<file path="src/rtl/reset_ctrl_pkg.sv">
// reset_ctrl_pkg: shared FSM encoding, CAUSE bit indices,
// register addresses and default hold length for reset_ctrl.
package reset_ctrl_pkg;

  typedef enum logic {
    ST_RUN  = 1'b0,
    ST_HOLD = 1'b1
  } state_t;

  localparam int HOLD_CYCLES_DEF = 16;
  localparam int DB_CYCLES       = 8;

  localparam int CAUSE_POR = 0;
  localparam int CAUSE_WD  = 1;
  localparam int CAUSE_BTN = 2;
  localparam int CAUSE_SW  = 3;

  localparam logic [1:0] ADDR_CAUSE = 2'b00;
  localparam logic [1:0] ADDR_COUNT = 2'b01;

endpackage

</file>
<file path="src/rtl/reset_ctrl_btn_cond.sv">
// reset_ctrl_btn_cond: button sync, optional debounce
// (RSTCTRL_BTN_DEBOUNCE_EN), falling-edge event.
// Ports: clk, rst_n, btn_n (async button), evt (1-cycle pulse).
module reset_ctrl_btn_cond
  import reset_ctrl_pkg::*;
(
  input  logic clk,
  input  logic rst_n,
  input  logic btn_n,
  output logic evt
);

  logic [1:0] sync;

  always_ff @(posedge clk or negedge rst_n) begin
    if (!rst_n) sync <= 2'b11;
    else        sync <= {sync[0], btn_n};
  end

`ifdef RSTCTRL_BTN_DEBOUNCE_EN
  localparam int DW = $clog2(DB_CYCLES);
  localparam logic [DW-1:0] DB_LAST = DW'(DB_CYCLES - 1);

  logic [DW-1:0] db_cnt;
  logic          level;
  logic          level_d;
  logic          evt_q;

  // level follows sync only after DB_CYCLES consecutive
  // disagreeing samples; any agreeing sample restarts the run.
  always_ff @(posedge clk or negedge rst_n) begin
    if (!rst_n) begin
      db_cnt  <= '0;
      level   <= 1'b1;
      level_d <= 1'b1;
      evt_q   <= 1'b0;
    end else begin
      level_d <= level;
      evt_q   <= level_d & ~level;
      if (sync[1] == level) begin
        db_cnt <= '0;
      end else if (db_cnt == DB_LAST) begin
        level  <= sync[1];
        db_cnt <= '0;
      end else begin
        db_cnt <= db_cnt + DW'(1);
      end
    end
  end

  assign evt = evt_q;
`else
  logic prev;

  always_ff @(posedge clk or negedge rst_n) begin
    if (!rst_n) prev <= 1'b1;
    else        prev <= sync[1];
  end

  assign evt = prev & ~sync[1];
`endif

endmodule

</file>
<file path="src/rtl/reset_ctrl.sv">
// reset_ctrl: RUN/HOLD system reset sequencer with CAUSE,
// reset count and mem-map regs. Option: RSTCTRL_BTN_DEBOUNCE_EN.
// Ports: i_clk, i_rstn, i_wdReset, i_btnRstn, i_memAddr,
//   i_memDataIn, i_memWrEn, o_memDataOut, o_sysRstn, o_rstBusy.
module reset_ctrl
  import reset_ctrl_pkg::*;
#(
  parameter int HOLD_CYCLES = HOLD_CYCLES_DEF
) (
  input  logic        i_clk,
  input  logic        i_rstn,
  input  logic        i_wdReset,
  input  logic        i_btnRstn,
  input  logic [1:0]  i_memAddr,
  input  logic [15:0] i_memDataIn,
  input  logic        i_memWrEn,
  output logic [15:0] o_memDataOut,
  output logic        o_sysRstn,
  output logic        o_rstBusy
);

  localparam int CW = $clog2(HOLD_CYCLES);
  localparam logic [CW-1:0] HOLD_LAST = CW'(HOLD_CYCLES - 1);

  state_t        state;
  state_t        state_nxt;
  logic [CW-1:0] hold_cnt;
  logic [CW-1:0] hold_nxt;
  logic [3:0]    cause;
  logic [7:0]    rst_cnt;
  logic          btn_evt;
  logic          sw_req;
  logic          req;
  logic          run;
  logic          enter;
  logic [3:0]    cause_set;
  logic [3:0]    cause_clr;
  logic          unused_data;

  reset_ctrl_btn_cond u_btn (
    .clk   (i_clk),
    .rst_n (i_rstn),
    .btn_n (i_btnRstn),
    .evt   (btn_evt)
  );

  assign sw_req = i_memWrEn & (i_memAddr == ADDR_COUNT)
                & i_memDataIn[0];
  assign req    = i_wdReset | btn_evt | sw_req;

  always_ff @(posedge i_clk or negedge i_rstn) begin
    if (!i_rstn) begin
      state    <= ST_HOLD;
      hold_cnt <= '0;
    end else begin
      state    <= state_nxt;
      hold_cnt <= hold_nxt;
    end
  end

  // A request in HOLD restarts the count, even on the last cycle.
  always_comb begin
    state_nxt = state;
    hold_nxt  = hold_cnt;
    unique case (state)
      ST_RUN: begin
        if (req) begin
          state_nxt = ST_HOLD;
          hold_nxt  = '0;
        end
      end
      ST_HOLD: begin
        if (req) begin
          hold_nxt = '0;
        end else if (hold_cnt == HOLD_LAST) begin
          state_nxt = ST_RUN;
          hold_nxt  = '0;
        end else begin
          hold_nxt = hold_cnt + CW'(1);
        end
      end
    endcase
  end

  always_comb begin
    run       = (state == ST_RUN);
    o_rstBusy = ~run;
    enter     = run & req;
  end

  // Registered from the current state so the output drops
  // one cycle after the request edge.
  always_ff @(posedge i_clk or negedge i_rstn) begin
    if (!i_rstn) o_sysRstn <= 1'b0;
    else         o_sysRstn <= run;
  end

  always_comb begin
    cause_set            = '0;
    cause_set[CAUSE_WD]  = i_wdReset;
    cause_set[CAUSE_BTN] = btn_evt;
    cause_set[CAUSE_SW]  = sw_req;
    cause_clr            = '0;
    if (i_memWrEn && i_memAddr == ADDR_CAUSE)
      cause_clr = i_memDataIn[3:0];
  end

  always_ff @(posedge i_clk or negedge i_rstn) begin
    if (!i_rstn) begin
      cause   <= 4'b0001;
      rst_cnt <= '0;
    end else begin
      cause <= (cause & ~cause_clr) | cause_set;
      if (enter && rst_cnt != 8'hFF)
        rst_cnt <= rst_cnt + 8'd1;
    end
  end

  always_comb begin
    o_memDataOut = '0;
    unique case (1'b1)
      i_memAddr[1]:
        o_memDataOut = '0;
      (i_memAddr == ADDR_CAUSE):
        o_memDataOut = {o_rstBusy, 11'b0, cause};
      (i_memAddr == ADDR_COUNT):
        o_memDataOut = {8'b0, rst_cnt};
    endcase
  end

  assign unused_data = ^i_memDataIn[15:4];

endmodule

</file>
<file path="config.mk">
export PLATFORM = sky130hd
export DESIGN_NAME = reset_ctrl
export DESIGN_NICKNAME = d
export VERILOG_FILES = /design/src/rtl/reset_ctrl_pkg.sv /design/src/rtl/reset_ctrl_btn_cond.sv /design/src/rtl/reset_ctrl.sv
export SDC_FILE = /design/constraint.sdc
export NUM_CORES = 1
export LEC_CHECK = 0
export CAP_MARGIN = 20
export CORE_MARGIN = 1
export CORE_UTILIZATION = 30
export DETAILED_ROUTE_END_ITERATION = 16
export HOLD_SLACK_MARGIN = 0.08
export PLACE_DENSITY_LB_ADDON = 0.1
export SETUP_SLACK_MARGIN = 0.15
export SLEW_MARGIN = 20
export SYNTH_ARGS = -nofsm -noshare
export SYNTH_HDL_FRONTEND = slang
export SYNTH_SLANG_ARGS = --single-unit
</file>
<file path="constraint.sdc">
create_clock -name i_clk -period 5.3 [get_ports i_clk]
set_clock_uncertainty 0.15 [all_clocks]
set_input_delay 0.795 -clock i_clk [delete_from_list [all_inputs] [get_ports i_clk]]
set_output_delay 0.795 -clock i_clk [all_outputs]
set_load 0.01 [all_outputs]
</file>
==> results.sh <==
export IMPL_end_kind="output port"
export IMPL_die_y_um=61.7
export IMPL_cts_max_level=1
export IMPL_use_met2_pct=16.6
export IMPL_internal_power_uw=216
export IMPL_finalWirelength_um=2000
export IMPL_leakage_nw=0.578
export IMPL_hold_class="reg -> reg"
export IMPL_vias_per_cell=4.44
export IMPL_seq_power_share_pct=59.9
export IMPL_crit_required_ns=4.36
export IMPL_drv_cap=0
export IMPL_syn_area_um2=1070
export IMPL_p_sw_uw=74.6
export IMPL_ys_top_cells_by_area="dfrtp_1, dfstp_2, buf_4"
export IMPL_dieArea_um2=3810
export IMPL_place_congestion=0.654
export IMPL_synth_edff_count=0
export IMPL_fin_crit_ns=3.43
export IMPL_fillers=352
export IMPL_cts_hold_buf=0
export IMPL_cts_buffer_depth=2
export IMPL_syn_to_final_growth_pct=24.0
export IMPL_sw_frac_of_total_pct=25.7
export IMPL_worstSetupPathType="in -> out"
export IMPL_finalPower_uw=290
export IMPL_slowest_delay_ns=0.70
export IMPL_finalSetupTns_ns=0
export IMPL_path_cells="clkdlybuf4s50_1 > nor2b_1 > and2_1 > clkdlybuf4s50_1"
export IMPL_rows=21
export IMPL_slew_headroom_pct=37.1
export IMPL_first_pass_iters=4
export IMPL_yosys_most_used_dff="dfrtp_1"
export IMPL_ys_types=31
export IMPL_antenna_found_initial=0
export IMPL_yosysMostFrequentCell="dfrtp_1"
export IMPL_busiest_layer="met2"
export IMPL_cpMostUsedCell="clkdlybuf4s50_1"
export IMPL_grt_pass1_vias=699
export IMPL_path_max_fanout=8
export IMPL_dpl_worst_slack_ns=1.86
export IMPL_start_util_pct=31.8
export IMPL_synthTopCellsByCount="dfrtp_1, nand2_1, nor2_1, buf_4, xor2_1"
export IMPL_cts_buffers=3
export IMPL_ys_warn_count=0
export IMPL_crit_buf_inv=2
export IMPL_grtUsageTotal_pct=11.6
export IMPL_post_route_period_util_pct=64.7
export IMPL_yosys_area_top_type="dfrtp_1"
export IMPL_worst_path_max_delay_cell="clkdlybuf4s50_1"
export IMPL_setup_viol=0
export IMPL_pwr_share_clk_pct=27.2
export IMPL_synth_top_area_share_pct=37.4
export IMPL_grt_pass1_wl_um=3110
export IMPL_grtUsageMet3_pct=2.48
export IMPL_dp_cells=163
export IMPL_clkSinkCount=21
export IMPL_vias=742
export IMPL_worst_path_stages=4
export IMPL_worst_endpoint_arrival_ns=2.48
export IMPL_pin_count=41
export IMPL_critPathLaunchType="input port"
export IMPL_wl_per_cell_um=12.0
export IMPL_final_core_util_pct=39.4
export IMPL_comb_power_share_pct=12.9
export IMPL_ant_nets=0
export IMPL_gr_total_overflow=0
export IMPL_ir_worst_vdd_v=0.0000941
export IMPL_tritoncts="yes"
export IMPL_slew_viol_final=0
export IMPL_layout_drive_gt1_share_pct=12.4
export IMPL_tightest_slew_ns=0.941
export IMPL_critPathTopFamily="buffers and inverters"
export IMPL_powerDensity_nw_per_um2=219
export IMPL_synthArstFlopShare_pct=100
export IMPL_multi_input_comb_area_um2=495
export IMPL_final_net_count=147
export IMPL_io_buffers=21
export IMPL_cts_resized=0
export IMPL_chipWidth_um=61.7
export IMPL_setup_ws_ns=1.87
export IMPL_syn_area_per_cell_um2=10.8
export IMPL_clock_latency_ns=0.31
export IMPL_core_area_um2=3360
export IMPL_clk_pin_slew_ns=0.12
export IMPL_finalNonFillerCells=167
export IMPL_grt_setup_unrepaired="no"
export IMPL_fmax_mhz=292
export IMPL_outcome="completed"
export IMPL_ys_seq_elements=21
export IMPL_rr_worst_depth=4
export IMPL_ys_seq_area_share_pct=49.7
export IMPL_route_detailed_drc=0
export IMPL_hold_viol_final=0
export IMPL_grt_max_degree=22
export IMPL_hpwlAfterDp_um=1460
export IMPL_diodes=0
export IMPL_post_cts_setup_buffers=0
export IMPL_grt_util_met1_pct=15.9
export IMPL_drtIter0Drc=8
export IMPL_hold_depth=0
export IMPL_synth_cells=99
export IMPL_cts_root_buf="clkbuf_4"
export IMPL_seq_area_um2=532
-- metal layers --
layer	part of all wire, %	up-vias
met3	5.4	5
met4	2.6	0
met2	43	27
met5	0	-
li1	-	375
met1	49	335
-- cell type report --
class | count | area share (%)
tap | 46 | 4.34
multi-input combinational | 74 | 37.4
timing repair buffer | 21 | 15.8
sequential | 21 | 40.1
clock buffer | 3 | 1.70
clock inverter | 1 | 0.377
inverter | 1 | 0.283
-- power groups by stage --
| stage | Sequential, mW | Clock (mW) | Combinational [mW] |
|---|---|---|---|
| 2_1_floorplan | 0.175 | 0 | 0.0229 |
| 3_3_place_gp | 0.176 | 0 | 0.0375 |
| 3_5_place_dp | 0.176 | 0 | 0.0378 |
| 4_1_cts | 0.174 | 0.0856 | 0.0384 |
| 5_1_grt | 0.175 | 0.0882 | 0.0423 |
| 6_report | 0.174 | 0.0789 | 0.0375 |
-- path summary, 6_finish.rpt --
kind | from | endpoint | slack [ns]
max in group asynchronous | i_rstn | hold_cnt[1] | 3.59
min in group asynchronous | i_rstn | rst_cnt[5] | 0.85
worst max register to register | u_btn.prev | rst_cnt[6] | 3.47
worst max-delay path | i_memAddr[0] | o_memDataOut[4] | 1.87
worst min register to register | u_btn.sync[0] | u_btn.sync[1] | 0.22
worst min-delay path | u_btn.sync[0] | u_btn.sync[1] | 0.22
-- sequential cells by signal (all words and copies together) (netlist names) --
name        cells
o_rstBusy       1
hold_cnt        4
cause           4
u_btn.prev      1
rst_cnt         8
o_sysRstn       1
u_btn.sync      2
-- metrics by stage --
| step | hold WS (ns) | instance area, um2 |
|---|---|---|
| 4_1_cts | 0.221 | 1330 |
| 3_5_place_dp | 0.197 | 1300 |
| 6_report | 0.219 | 1330 |
| 3_3_place_gp | 0.197 | 1300 |
| 5_1_grt | 0.224 | 1330 |
| 2_1_floorplan | 0.195 | 1090 |
-- cell families after synthesis --
group,synth area share [%]
adder cells (fa/ha/maj),2.34
AND/OR/NAND/NOR,20.6
AO/OA/AOI/OAI,8.54
other,0.351
buffers and inverters,6.08
multiplexers,7.49
flip-flops,49.7
XOR/XNOR,4.91
-- cell usage in the layout (no fill, tap or decap), types with 2 or more instances in the layout --
master	count
clkdlybuf4s50_1	21
dfrtp_1	16
nor2_1	8
nand2_1	8
conb_1	7
xor2_1	6
mux2i_1	5
dfstp_2	5
and2_1	4
a21o_1	4
nand3_1	4
nor3_1	3
a21oi_1	3
clkbuf_4	3
nor3b_1	2
nor2b_1	2
or3_1	2
nor4_1	2
mux2_4	2
a31oi_1	2
ha_1	2
Note: power is estimated with default switching activity, not from simulation.
